### src/rtl/stack_queue_buffer_if.sv
// Push/pop bus between a producer/consumer (master) and the buffer (slave).
interface stack_queue_buffer_if #(
    parameter int unsigned DATA_W = 4,
    parameter int unsigned DEPTH  = 8,
    parameter int unsigned CNT_W  = $clog2(DEPTH) + 1
);
    logic              mode;
    logic              push;
    logic              pop;
    logic [DATA_W-1:0] D_in;
    logic [DATA_W-1:0] Data_out;
    logic              valid_out;
    logic              full;
    logic              empty;
    logic [CNT_W-1:0]  count;
    logic              mode_act;
    logic              overflow;
    logic              underflow;

    modport master (
        output mode, push, pop, D_in,
        input  Data_out, valid_out, full, empty, count, mode_act, overflow, underflow
    );

    modport slave (
        input  mode, push, pop, D_in,
        output Data_out, valid_out, full, empty, count, mode_act, overflow, underflow
    );
endinterface

### src/rtl/stack_queue_buffer.sv
// Parametrised storage buffer with run-time FIFO/LIFO ordering, occupancy status
// and overflow/underflow pulses. Single clock, synchronous active-high reset.
module stack_queue_buffer #(
    parameter int unsigned DATA_W = 4,
    parameter int unsigned DEPTH  = 8,
    parameter int unsigned CNT_W  = $clog2(DEPTH) + 1
) (
    input logic                clk,
    input logic                reset,
    stack_queue_buffer_if.slave bus
);
    localparam int unsigned PTR_W = $clog2(DEPTH);

    logic [DATA_W-1:0] mem_q [DEPTH];
    logic [DATA_W-1:0] mem_d [DEPTH];
    logic [PTR_W-1:0]  wr_ptr_q, wr_ptr_d;
    logic [PTR_W-1:0]  rd_ptr_q, rd_ptr_d;
    logic [CNT_W-1:0]  count_q, count_d;
    logic [DATA_W-1:0] data_out_q, data_out_d;
    logic              valid_q, valid_d;
    logic              overflow_q, overflow_d;
    logic              underflow_q, underflow_d;
    logic              mode_act_q, mode_act_d;

    logic              full_w;
    logic              empty_w;
    logic              push_ok;
    logic              pop_ok;
    logic [PTR_W-1:0]  top_idx;
    logic [PTR_W-1:0]  cnt_idx;

    // Occupancy status and request acceptance.
    always_comb begin
        full_w  = (count_q == CNT_W'(DEPTH));
        empty_w = (count_q == '0);
        pop_ok  = bus.pop && !empty_w;
        // A full buffer still takes a push when a pop frees a slot on the same edge.
        push_ok = bus.push && (!full_w || pop_ok);
        cnt_idx = count_q[PTR_W-1:0];
        top_idx = cnt_idx - PTR_W'(1);
    end

    // Next-state: storage, pointers, occupancy, read data and pulses.
    always_comb begin
        mem_d       = mem_q;
        wr_ptr_d    = wr_ptr_q;
        rd_ptr_d    = rd_ptr_q;
        count_d     = count_q + CNT_W'(push_ok) - CNT_W'(pop_ok);
        data_out_d  = data_out_q;
        valid_d     = pop_ok;
        overflow_d  = bus.push && !push_ok;
        underflow_d = bus.pop && !pop_ok;
        mode_act_d  = mode_act_q;

        if (!mode_act_q) begin
            // FIFO: independent circular pointers, natural wrap as DEPTH is a power of two.
            if (pop_ok) begin
                data_out_d = mem_q[rd_ptr_q];
                rd_ptr_d   = rd_ptr_q + PTR_W'(1);
            end
            if (push_ok) begin
                mem_d[wr_ptr_q] = bus.D_in;
                wr_ptr_d        = wr_ptr_q + PTR_W'(1);
            end
        end else begin
            // LIFO: top of stack is mem[count-1]; simultaneous push+pop replaces the top.
            if (pop_ok) begin
                data_out_d = mem_q[top_idx];
            end
            if (push_ok) begin
                if (pop_ok) begin
                    mem_d[top_idx] = bus.D_in;
                end else begin
                    mem_d[cnt_idx] = bus.D_in;
                end
            end
        end

        // Ordering may only change while drained and nothing is being written.
        if (empty_w && !push_ok) begin
            mode_act_d = bus.mode;
        end
    end

    // State register with synchronous reset.
    always_ff @(posedge clk) begin
        if (reset) begin
            mem_q       <= '{default: '0};
            wr_ptr_q    <= '0;
            rd_ptr_q    <= '0;
            count_q     <= '0;
            data_out_q  <= '0;
            valid_q     <= 1'b0;
            overflow_q  <= 1'b0;
            underflow_q <= 1'b0;
            mode_act_q  <= bus.mode;
        end else begin
            mem_q       <= mem_d;
            wr_ptr_q    <= wr_ptr_d;
            rd_ptr_q    <= rd_ptr_d;
            count_q     <= count_d;
            data_out_q  <= data_out_d;
            valid_q     <= valid_d;
            overflow_q  <= overflow_d;
            underflow_q <= underflow_d;
            mode_act_q  <= mode_act_d;
        end
    end

    // Drive the bus outputs.
    always_comb begin
        bus.Data_out  = data_out_q;
        bus.valid_out = valid_q;
        bus.full      = full_w;
        bus.empty     = empty_w;
        bus.count     = count_q;
        bus.mode_act  = mode_act_q;
        bus.overflow  = overflow_q;
        bus.underflow = underflow_q;
    end
endmodule

### src/flat_wrapper.sv
// flat-port wrapper written by rule: the top's interface ports become plain ports
module stack_queue_buffer_flat 
#(
    parameter int unsigned DATA_W = 4,
    parameter int unsigned DEPTH  = 8,
    parameter int unsigned CNT_W  = $clog2(DEPTH) + 1
)
  (clk, reset, bus_mode, bus_push, bus_pop, bus_D_in, bus_Data_out, bus_valid_out, bus_full, bus_empty, bus_count, bus_mode_act, bus_overflow, bus_underflow);
  stack_queue_buffer_if #(.DATA_W(DATA_W), .DEPTH(DEPTH), .CNT_W(CNT_W)) bus_i ();
  input logic clk;
  input logic reset;
  input wire logic [$bits(bus_i.mode)-1:0] bus_mode;
  input wire logic [$bits(bus_i.push)-1:0] bus_push;
  input wire logic [$bits(bus_i.pop)-1:0] bus_pop;
  input wire logic [$bits(bus_i.D_in)-1:0] bus_D_in;
  output wire logic [$bits(bus_i.Data_out)-1:0] bus_Data_out;
  output wire logic [$bits(bus_i.valid_out)-1:0] bus_valid_out;
  output wire logic [$bits(bus_i.full)-1:0] bus_full;
  output wire logic [$bits(bus_i.empty)-1:0] bus_empty;
  output wire logic [$bits(bus_i.count)-1:0] bus_count;
  output wire logic [$bits(bus_i.mode_act)-1:0] bus_mode_act;
  output wire logic [$bits(bus_i.overflow)-1:0] bus_overflow;
  output wire logic [$bits(bus_i.underflow)-1:0] bus_underflow;
  assign bus_i.mode = bus_mode;
  assign bus_i.push = bus_push;
  assign bus_i.pop = bus_pop;
  assign bus_i.D_in = bus_D_in;
  assign bus_Data_out = bus_i.Data_out;
  assign bus_valid_out = bus_i.valid_out;
  assign bus_full = bus_i.full;
  assign bus_empty = bus_i.empty;
  assign bus_count = bus_i.count;
  assign bus_mode_act = bus_i.mode_act;
  assign bus_overflow = bus_i.overflow;
  assign bus_underflow = bus_i.underflow;
  stack_queue_buffer #(.DATA_W(DATA_W), .DEPTH(DEPTH), .CNT_W(CNT_W)) u_core (.clk(clk), .reset(reset), .bus(bus_i));
endmodule
### config.mk
export PLATFORM = sky130hd
export DESIGN_NAME = stack_queue_buffer_flat
export DESIGN_NICKNAME = d
export VERILOG_FILES = /design/src/rtl/stack_queue_buffer_if.sv /design/src/rtl/stack_queue_buffer.sv /design/src/flat_wrapper.sv
export SDC_FILE = /design/constraint.sdc
export NUM_CORES = 1
export LEC_CHECK = 0
export ABC_CLOCK_PERIOD_IN_PS = 3600
export BUFFER_PORTS_ARGS = -buffer_cell sky130_fd_sc_hd__buf_2
export CORE_UTILIZATION = 45
export CTS_BUF_LIST = sky130_fd_sc_hd__clkbuf_8
export DETAILED_ROUTE_END_ITERATION = 16
export PLACE_DENSITY = 0.64
export SLEW_MARGIN = 5
export SYNTH_ARGS = -nofsm -noshare
export SYNTH_HDL_FRONTEND = slang
export SYNTH_SLANG_ARGS = --single-unit
### constraint.sdc
create_clock -name clk -period 3.6 [get_ports clk]
set_input_delay 0.72 -clock clk [delete_from_list [all_inputs] [get_ports clk]]
set_output_delay 0.72 -clock clk [all_outputs]
set_load 0.02 [all_outputs]
# Word-level counts from Yosys, hierarchy flattened
# Index checks and enable logic that the tools add are counted.
# totals
input_bits	9
register_bits	50
elab_cells	75
output_inout_bits	14
# classes
reduce_logical	17
n_addsub	5
bitwise	5
eq_ne	1
order_cmp	7
muxes	24
# op_table
op	count
$mux W32	4
$bwmux W32	3
$mux W4	10
$demux W4 S3	3
$bmux W4 S3	2
$ge A4 B4 Y1 const B	4
$not A3 Y4	4
$lt A4 B1 Y1 const B	3
$logic_and A1 B1 Y1	8
$add A3 B1 Y3 const B	2
$add A4 B1 Y4	1
$eq A4 B4 Y1 const B	1
$logic_not A1 Y1	4
$logic_not A4 Y1	1
$reduce_and A2 Y1	2
$sub A4 B1 Y4	1
$sub A3 B1 Y3 const B	1
$mux W1	2
$reduce_bool A2 Y1	1
$logic_or A1 B1 Y1	1
$not A1 Y1	1

# Logic depth before layout (Yosys ltp)
# Gate-level depths: netlist of the first run.
# logic_depth
ltp_word	10
ltp_mapped	13
depth_no_buf	10

# Least setup slack after synthesis of the first run
# Ideal clock, no wire load.
# synth_timing
kind	reg2reg
from	register u_core.count_q[0], in the netlist u_core.bus.count[0]
to	register u_core.count_q[2], in the netlist u_core.bus.count[2]
t_arrival_ns	2.426
path_slack_ns	1.047
t_required_ns	3.472
n_path_buf	3
path_stages_with_launch	13
period_less_slack_ns	2.553
setup_time_ns	0.128
cell_sequence	dfxtp_1 buf_2 inv_1 ha_1 buf_4 a21bo_1 buf_4 nand2_1 nand2_1 ha_1 fa_1 xor2_1 nor2_1
# synth_between
elab_chain_cells	7
elab_cells_between_ends	9
classes_between	2 x add/sub; 1 x eq/ne; 6 x reduce/logical
# synth_rtl
element	line_no	source
start, declared	stack_queue_buffer.sv:18	logic [CNT_W-1:0] count_q, count_d;
start signal, assigned	stack_queue_buffer.sv:101	count_q <= count_d;
$logic_not A4 Y1	stack_queue_buffer.sv:35	empty_w = (count_q == '0);
$logic_not A1 Y1	stack_queue_buffer.sv:36	pop_ok = bus.pop && !empty_w;
$logic_and A1 B1 Y1	stack_queue_buffer.sv:36	
$logic_or A1 B1 Y1	stack_queue_buffer.sv:38	push_ok = bus.push && (!full_w || pop_ok);
$logic_and A1 B1 Y1	stack_queue_buffer.sv:38	
$add A4 B1 Y4	stack_queue_buffer.sv:48	count_d = count_q + CNT_W'(push_ok) - CNT_W'(pop_ok);
$sub A4 B1 Y4 (*)	stack_queue_buffer.sv:48	
# Every way passes the cells marked *; elsewhere a longest branch is shown, timed or not.
# A chain may end at the register's enable or synchronous reset.

# Worst setup path in the final report of the first run
# layout_timing
from	register u_core.count_q[1], in the netlist u_core.bus.count[1]
to	register u_core.count_q[2], in the netlist u_core.bus.count[2]
# The elaborated chain is that of the path after synthesis.

==> impl_metrics.csv, run 1 <==
group,metric,value,unit
synthesis,synth_top_area_frac,0.3151,
routing,wl_met2,3.419,mm
global_routing,antenna_found_initial,0,
routing,wirelength,7.360,mm
die,die_w,85.17,µm
worst_setup_path,crit_buf_inv,2,
sta,setup_viol,0,
synthesis,syn_area_per_cell,9.638,µm²
global_routing,grt_pass1_vias,2243,
synthesis,synthArstFlopShare,0,
power,ir_worst_vdd,0.2698,mV
worst_setup_path,crit_path_end_kind,"flip-flop",
clocking,cts_setup_buffers,0,
finish,drive_gt1_frac,0.1722,
global_routing,grt_pass1_wl,11.90,mm
clocking,cts_resized,0,
global_routing,grt.total_usage,0.2153,
synthesis,ys_warn_count,0,
sta,setup_ws,883.8,ps
synthesis,synth_ff_type,"dfxtp_1",
power,leakage,1.354,nW
die,rows,29,
sta,slew_violations,0,
synthesis,syn_nets,344,
die,initial_core_util,0.4793,
routing,wl_met3,306,µm
worst_setup_path,crit_path_cell_trace,"inv_1, ha_1, nand2_1, o21ai_4, inv_2, ha_1, fa_1, xor2_1, nor2_1",
clocking,clock-sinks,50,
sta,slew_headroom,0.5504,
sta,finalCritPeriodShare,0.7545,
clocking,cts-buffers-inserted,5,
routing,routed.top_layer,"met4",
routing,via_count,2368,
worst_setup_path,path_max_fanout,11,
sta,fin_skew,4.776,ps
finish,final_cell_mix,"dfxtp_1, mux2i_1, nand2b_1, buf_2, nor2_1",
die,die_area,0.007254,mm²
power,swShare,0.4483,
run,max_cap_viol_count,0,
routing,first_pass_iters,4,
power,p_sw,0.9982,mW
sta,rsz0062_at_grt,"false",
sta,hold_viol_final,0,
power,pwr-share-clk,0.153,
worst_setup_path,path_depth,9,
finish,nNetsFinal,351,
synthesis,synth_edf_count,1,
clocking,path_clk_slew,100,ps
power,p_comb_frac,0.515,
synthesis,syn_area,0.003113,mm²
run_status,status,"completed",
power,power_frac_seq,0.332,
worst_setup_path,critPathMostFrequentCell,"ha_1",
global_routing,grt_max_degree,31,
clocking,clock-root-buffer,"clkbuf_8",
synthesis,yosysTopAreaCell,"dfxtp_1",
routing,wl_per_cell,18.04,µm
synthesis,ys_ff_latch,50,
finish,layout_commonest_cell,"dfxtp_1",
placed_design,gp_congestion,0.9159,
worst_setup_path,required,3790,ps
sta,max_freq,0.3682,GHz
power,intPower,1.228,mW
worst_setup_path,cp.arrival,2900,ps
synthesis,syn-instance-count,323,
sta,timing.setup.tns,0,ps
worst_setup_path,path_delay_family,"adder cells",
routing,post-route-drc-count,0,
synthesis,ys_seq_area_frac,0.3248,
clocking,hold_buffers,0,
synthesis,synth_cell_types,62,
clocking,clock_path_buffers,2,
clocking,cts_tree,"done",
min_path,hold_class,"reg -> reg",
worst_setup_path,r2r-start,"u_core.bus.count[1]$_SDFF_PP0_",
worst_setup_path,cp-start-kind,"flip-flop",
worst_setup_path,crit_end,"u_core.bus.count[2]$_SDFF_PP0_",
die,die-height,85.17,µm
finish,syn_to_final_growth,6.471,%
finish,antenna_cells,0,
placed_design,dp_slack,903.9,ps
placed_design,hpwlAfterDp,5.299,mm
routing,met1_length,3.494,mm
power,p_per_area,671.8,mW/mm²
synthesis,synth_area_leaders,"dfxtp_1, mux2i_1, nand2b_1, mux4_2, ha_1",
clocking,worstSkewPairLatency,310,ps
placed_design,port_buffers,22,
die,ioPinCount,23,
worst_setup_path,r2r_end,"u_core.bus.count[2]$_SDFF_PP0_",
worst_setup_path,slowest_delay,460,ps
worst_setup_path,rr_worst_depth,9,
sta,worst_slew_pin_slew,673.5,ps
worst_setup_path,startpoint,"u_core.bus.count[1]$_SDFF_PP0_",
worst_setup_path,slowest_stage,"ha_1",
global_routing,overflow,0,
clocking,htree_levels,2,
routing,viasPerCell,5.804,
sta,fin_crit,2716,ps
worst_setup_path,critPathKind,"reg -> reg",
die,core,0.006495,mm²
sta,whs,499.5,ps
routing,drtIter0Drc,249,
worst_setup_path,r2r_setup_slack,880,ps
routing,ant_nets,0,
==> power by group through the flow <==
stage	clock network, mW	registers (mW)	logic, mW
floorplan	0	0.755	0.876
global placement	0	0.749	1.14
detailed placement	0	0.752	1.14
CTS	0.349	0.740	1.15
global route	0.370	0.754	1.27
finish	0.341	0.738	1.15
==> final cells by class <==
type / count / area [µm²]
Sequential cell: 50 / 1011
Fill cell: 611 / 3181
Clock inverter: 3 / 18.77
Multi-Input combinational cell: 236 / 1934
Tap cell: 77 / 96.34
Timing Repair Buffer: 27 / 147.6
Clock buffer: 5 / 68.82
Inverter: 10 / 37.54
==> metal layers <==
metal,GRT usage,vias up
met1,0.3060,1133
met5,0,-
met4,0.06934,0
met2,0.3328,55
met3,0.03696,10
li1,-,1170
==> per-stage QoR <==
| stage | instance area [µm²] | power [mW] | utilization | instances |
|---|---|---|---|---|
| 2_1_floorplan | 3113 | 1.632 | - | 323 |
| 3_3_place_gp | 3227 | 1.886 | 0.4968 | 400 |
| 3_5_place_dp | 3227 | 1.893 | 0.4968 | 400 |
| 4_1_cts | 3314 | 2.234 | 0.5103 | 408 |
| 5_1_grt | 3314 | 2.390 | 0.5103 | 408 |
| 6_report | 3314 | 2.226 | 0.5103 | 408 |
==> tightest hold or removal path: stages (launching register included) <==
cell,delay (ps)
dfxtp_1,340
nand2b_1,70
mux2i_1,60
==> kinds of logic after synthesis <==
logic type                 count (synthesis)  share of synthesized area
and+or+nand+nor                          101                     0.1825
AOI/OAI and AO/OA                         64                     0.1656
muxes                                     53                     0.2034
DFF                                       50                     0.3248
buffers and inverters                     37                    0.05385
adders and majority gates                 12                    0.05064
xor gates and xnor gates                   6                    0.01930
==> cell usage after synthesis, types with 3 or more instances <==
library cell,instances
dfxtp_1,49
mux2i_1,43
nand2b_1,42
clkbuf_1,17
nor2_1,14
ha_1,11
nand2_1,10
o21ai_0,10
inv_1,9
nand3_1,9
a21oi_1,8
mux4_2,8
nor2b_1,6
o21bai_1,6
and3_1,5
nor3_1,5
a211oi_1,4
buf_2,4
a31oi_1,3
nor3b_1,3
o31a_1,3
xor2_1,3
==> flip-flops by register name, indices dropped and copies added, names as in the netlist <==
| register | flops |
|---|---|
| u_core.mem_q | 32 |
| u_core.bus.Data_out | 4 |
| u_core.bus.count | 4 |
| u_core.rd_ptr_q | 3 |
| u_core.wr_ptr_q | 3 |
| u_core.bus.mode_act | 1 |
| u_core.bus.overflow | 1 |
| u_core.bus.underflow | 1 |
| u_core.bus.valid_out | 1 |
==> worst min-delay path by stage <==
stage | slack, ps | from | to | depth (start not counted)
after floorplan | 460 | u_core.mem_q[27]$_SDFFE_PP0P_ | u_core.mem_q[27]$_SDFFE_PP0P_ | 2
after global placement | 470 | u_core.mem_q[30]$_SDFFE_PP0P_ | u_core.mem_q[30]$_SDFFE_PP0P_ | 2
after detailed placement | 480 | u_core.mem_q[17]$_SDFFE_PP0P_ | u_core.mem_q[17]$_SDFFE_PP0P_ | 2
after CTS | 500 | u_core.mem_q[31]$_SDFFE_PP0P_ | u_core.mem_q[31]$_SDFFE_PP0P_ | 2
after global routing | 520 | u_core.mem_q[31]$_SDFFE_PP0P_ | u_core.mem_q[31]$_SDFFE_PP0P_ | 2
final | 500 | u_core.mem_q[31]$_SDFFE_PP0P_ | u_core.mem_q[31]$_SDFFE_PP0P_ | 2
No activity file was read; power rests on OpenSTA's default activity.
==> inputs of run 2 (changes only) <==
--- a/config.mk
+++ b/config.mk
@@ -5,7 +5,7 @@
 export SDC_FILE = /design/constraint.sdc
 export NUM_CORES = 1
 export LEC_CHECK = 0
-export ABC_CLOCK_PERIOD_IN_PS = 3600
+export ABC_CLOCK_PERIOD_IN_PS = 2600
 export BUFFER_PORTS_ARGS = -buffer_cell sky130_fd_sc_hd__buf_2
 export CORE_UTILIZATION = 45
 export CTS_BUF_LIST = sky130_fd_sc_hd__clkbuf_8
==> constraint.sdc (replaced) <==
create_clock -name clk -period 2.6 [get_ports clk]
set_input_delay 0.52 -clock clk [delete_from_list [all_inputs] [get_ports clk]]
set_output_delay 0.52 -clock clk [all_outputs]
set_load 0.02 [all_outputs]
==> impl_metrics.csv, run 2 (synthesis gave the netlist of run 1 again) <==
group,metric,value,unit
worst_setup_path,r2r-start,"u_core.bus.count[1]$_SDFF_PP0_",
routing,post-route-drc-count,0,
finish,final.fill_count,595,
sta,max_freq,0.4295,GHz
worst_setup_path,r2r_setup_slack,270,ps
die,die_area,0.007254,mm²
finish,syn_to_final_growth,8.802,%
power,ir_worst_vdd,0.4107,mV
worst_setup_path,required,2800,ps
placed_design,gp_congestion,0.9120,
power,leakage,1.394,nW
worst_setup_path,crit_path_end_kind,"flip-flop",
die,rows,29,
sta,slew_violations,0,
run,max_cap_viol_count,0,
routing,via_count,2465,
finish,final_cell_mix,"dfxtp_1, mux2i_1, nand2b_1, buf_2, nor2_1",
routing,ant_nets,0,
worst_setup_path,r2r_end,"u_core.bus.count[2]$_SDFF_PP0_",
routing,wirelength,7.742,mm
worst_setup_path,cp.arrival,2530,ps
sta,slew_headroom,0.5672,
min_path,hold_path.startpoint,"bus_mode",
finish,top_register,"u_core.mem_q",
finish,drive_gt1_frac,0.1923,
routing,first_pass_iters,4,
global_routing,overflow,0,
clocking,clock-sinks,50,
clocking,worstSkewPairLatency,320,ps
sta,hold_viol_final,0,
global_routing,grt_pass1_wl,12.73,mm
placed_design,port_buffers,22,
die,die_w,85.17,µm
die,ioPinCount,23,
finish,largest_register_ff_count,32,
finish,nNetsFinal,358,
min_path,whs_path_depth,1,
sta,timing.setup.tns,0,ps
finish,final_util,0.5215,
worst_setup_path,critPathKind,"reg -> reg",
power,p_per_area,944.8,mW/mm²
global_routing,grt.total_usage,0.2283,
placed_design,hpwlAfterDp,5.658,mm
global_routing,grt_pass1_vias,2419,
finish,design_area,0.003387,mm²
routing,viasPerCell,5.940,
clocking,clock-root-buffer,"clkbuf_8",
routing,drtIter0Drc,160,
placed_design,placed_cell_area,0.003279,mm²
finish,antenna_cells,0,
global_routing,antenna_found_initial,0,
die,initial_core_util,0.4793,
clocking,clock_path_buffers,2,
sta,fin_crit,2329,ps
worst_setup_path,path_max_fanout,11,
min_path,hold_class,"in -> reg",
sta,worst_slew_pin_slew,648.3,ps
clocking,path_clk_slew,90,ps
worst_setup_path,rr_worst_depth,9,
sta,fin_skew,8.800,ps
min_path,hold_path_end,"u_core.bus.mode_act$_DFFE_PP_",
sta,rsz0062_at_grt,"false",
worst_setup_path,cp-start-kind,"flip-flop",
clocking,cts-buffers-inserted,5,
global_routing,grt_max_degree,35,
clocking,hold_buffers,0,
routing,wl_per_cell,18.66,µm
sta,setup_viol,0,
clocking,cts_tree,"done",
die,die-height,85.17,µm
finish,layout_commonest_cell,"dfxtp_1",
clocking,htree_levels,2,
run_status,status,"completed",
die,core,0.006495,mm²
sta,finalCritPeriodShare,0.8956,
==> run 2: critical path: stages, from the launching register on <==
cell,delay [ps]
dfxtp_1,360
inv_1,190
ha_2,370
nand2_1,170
o21ai_4,180
inv_2,110
ha_1,240
fa_1,390
xor2_1,160
nor2_1,50
==> run 2: worst max-delay path by stage <==
stage | start | cells after the start | endpoint
3_3_place_gp | u_core.bus.count[1]$_SDFF_PP0_ | 9 | u_core.bus.count[2]$_SDFF_PP0_
2_1_floorplan | u_core.bus.count[0]$_SDFF_PP0_ | 12 | u_core.bus.count[2]$_SDFF_PP0_
4_1_cts | u_core.bus.count[1]$_SDFF_PP0_ | 9 | u_core.bus.count[2]$_SDFF_PP0_
6_report | u_core.bus.count[1]$_SDFF_PP0_ | 9 | u_core.bus.count[2]$_SDFF_PP0_
3_5_place_dp | u_core.bus.count[1]$_SDFF_PP0_ | 9 | u_core.bus.count[2]$_SDFF_PP0_
5_1_grt | u_core.bus.count[1]$_SDFF_PP0_ | 9 | u_core.bus.count[2]$_SDFF_PP0_
==> run 2: metal layers <==
metal  track usage  vias to the layer above  routed length (µm)
met1        0.3240                     1197                3808
met2        0.3512                       74                3420
met5             0                        -                   0
li1              -                     1183                   -
met3       0.03794                       11                 350
met4       0.08012                        0                 162
==> run 2: what timing repair did <==
item / 4_1_cts / 5_1_grt
endpoints found under the hold margin: 0 / 0
resized for setup: 0 / 1
endpoints found under the setup margin: 0 / 1
setup buffers: 0 / 0
==> run 2: power breakdown <==
group | internal, mW | switching [mW] | total, mW
registers | 0.892 | 0.119 | 1.01
clock network | 0.244 | 0.274 | 0.519
logic | 0.670 | 1.00 | 1.67
total | 1.81 | 1.39 | 3.20
==> run 2: final cells by class <==
cell class	count	area [µm²]	area share
clock buffers	7	96.34	0.02844
multi-input cells	236	1937	0.5719
inverters	10	37.54	0.01108
well taps	77	96.34	0.02844
clock inverters	1	8.758	0.002586
repair buffers	34	200.2	0.05911
flip-flops and latches	50	1011	0.2985
==> run 2: metrics by stage <==
step | total power [mW] | hold WS (ps) | cells | worst slack, ps
2_1_floorplan | 2.259 | 456.2 | 323 | 46.67
3_3_place_gp | 2.660 | 475.9 | 407 | 246.7
3_5_place_dp | 2.670 | 484.8 | 407 | 128.2
4_1_cts | 3.189 | 377.0 | 415 | 117.4
5_1_grt | 3.400 | 372.7 | 415 | 165.5
6_report | 3.200 | 386.0 | 415 | 271.5
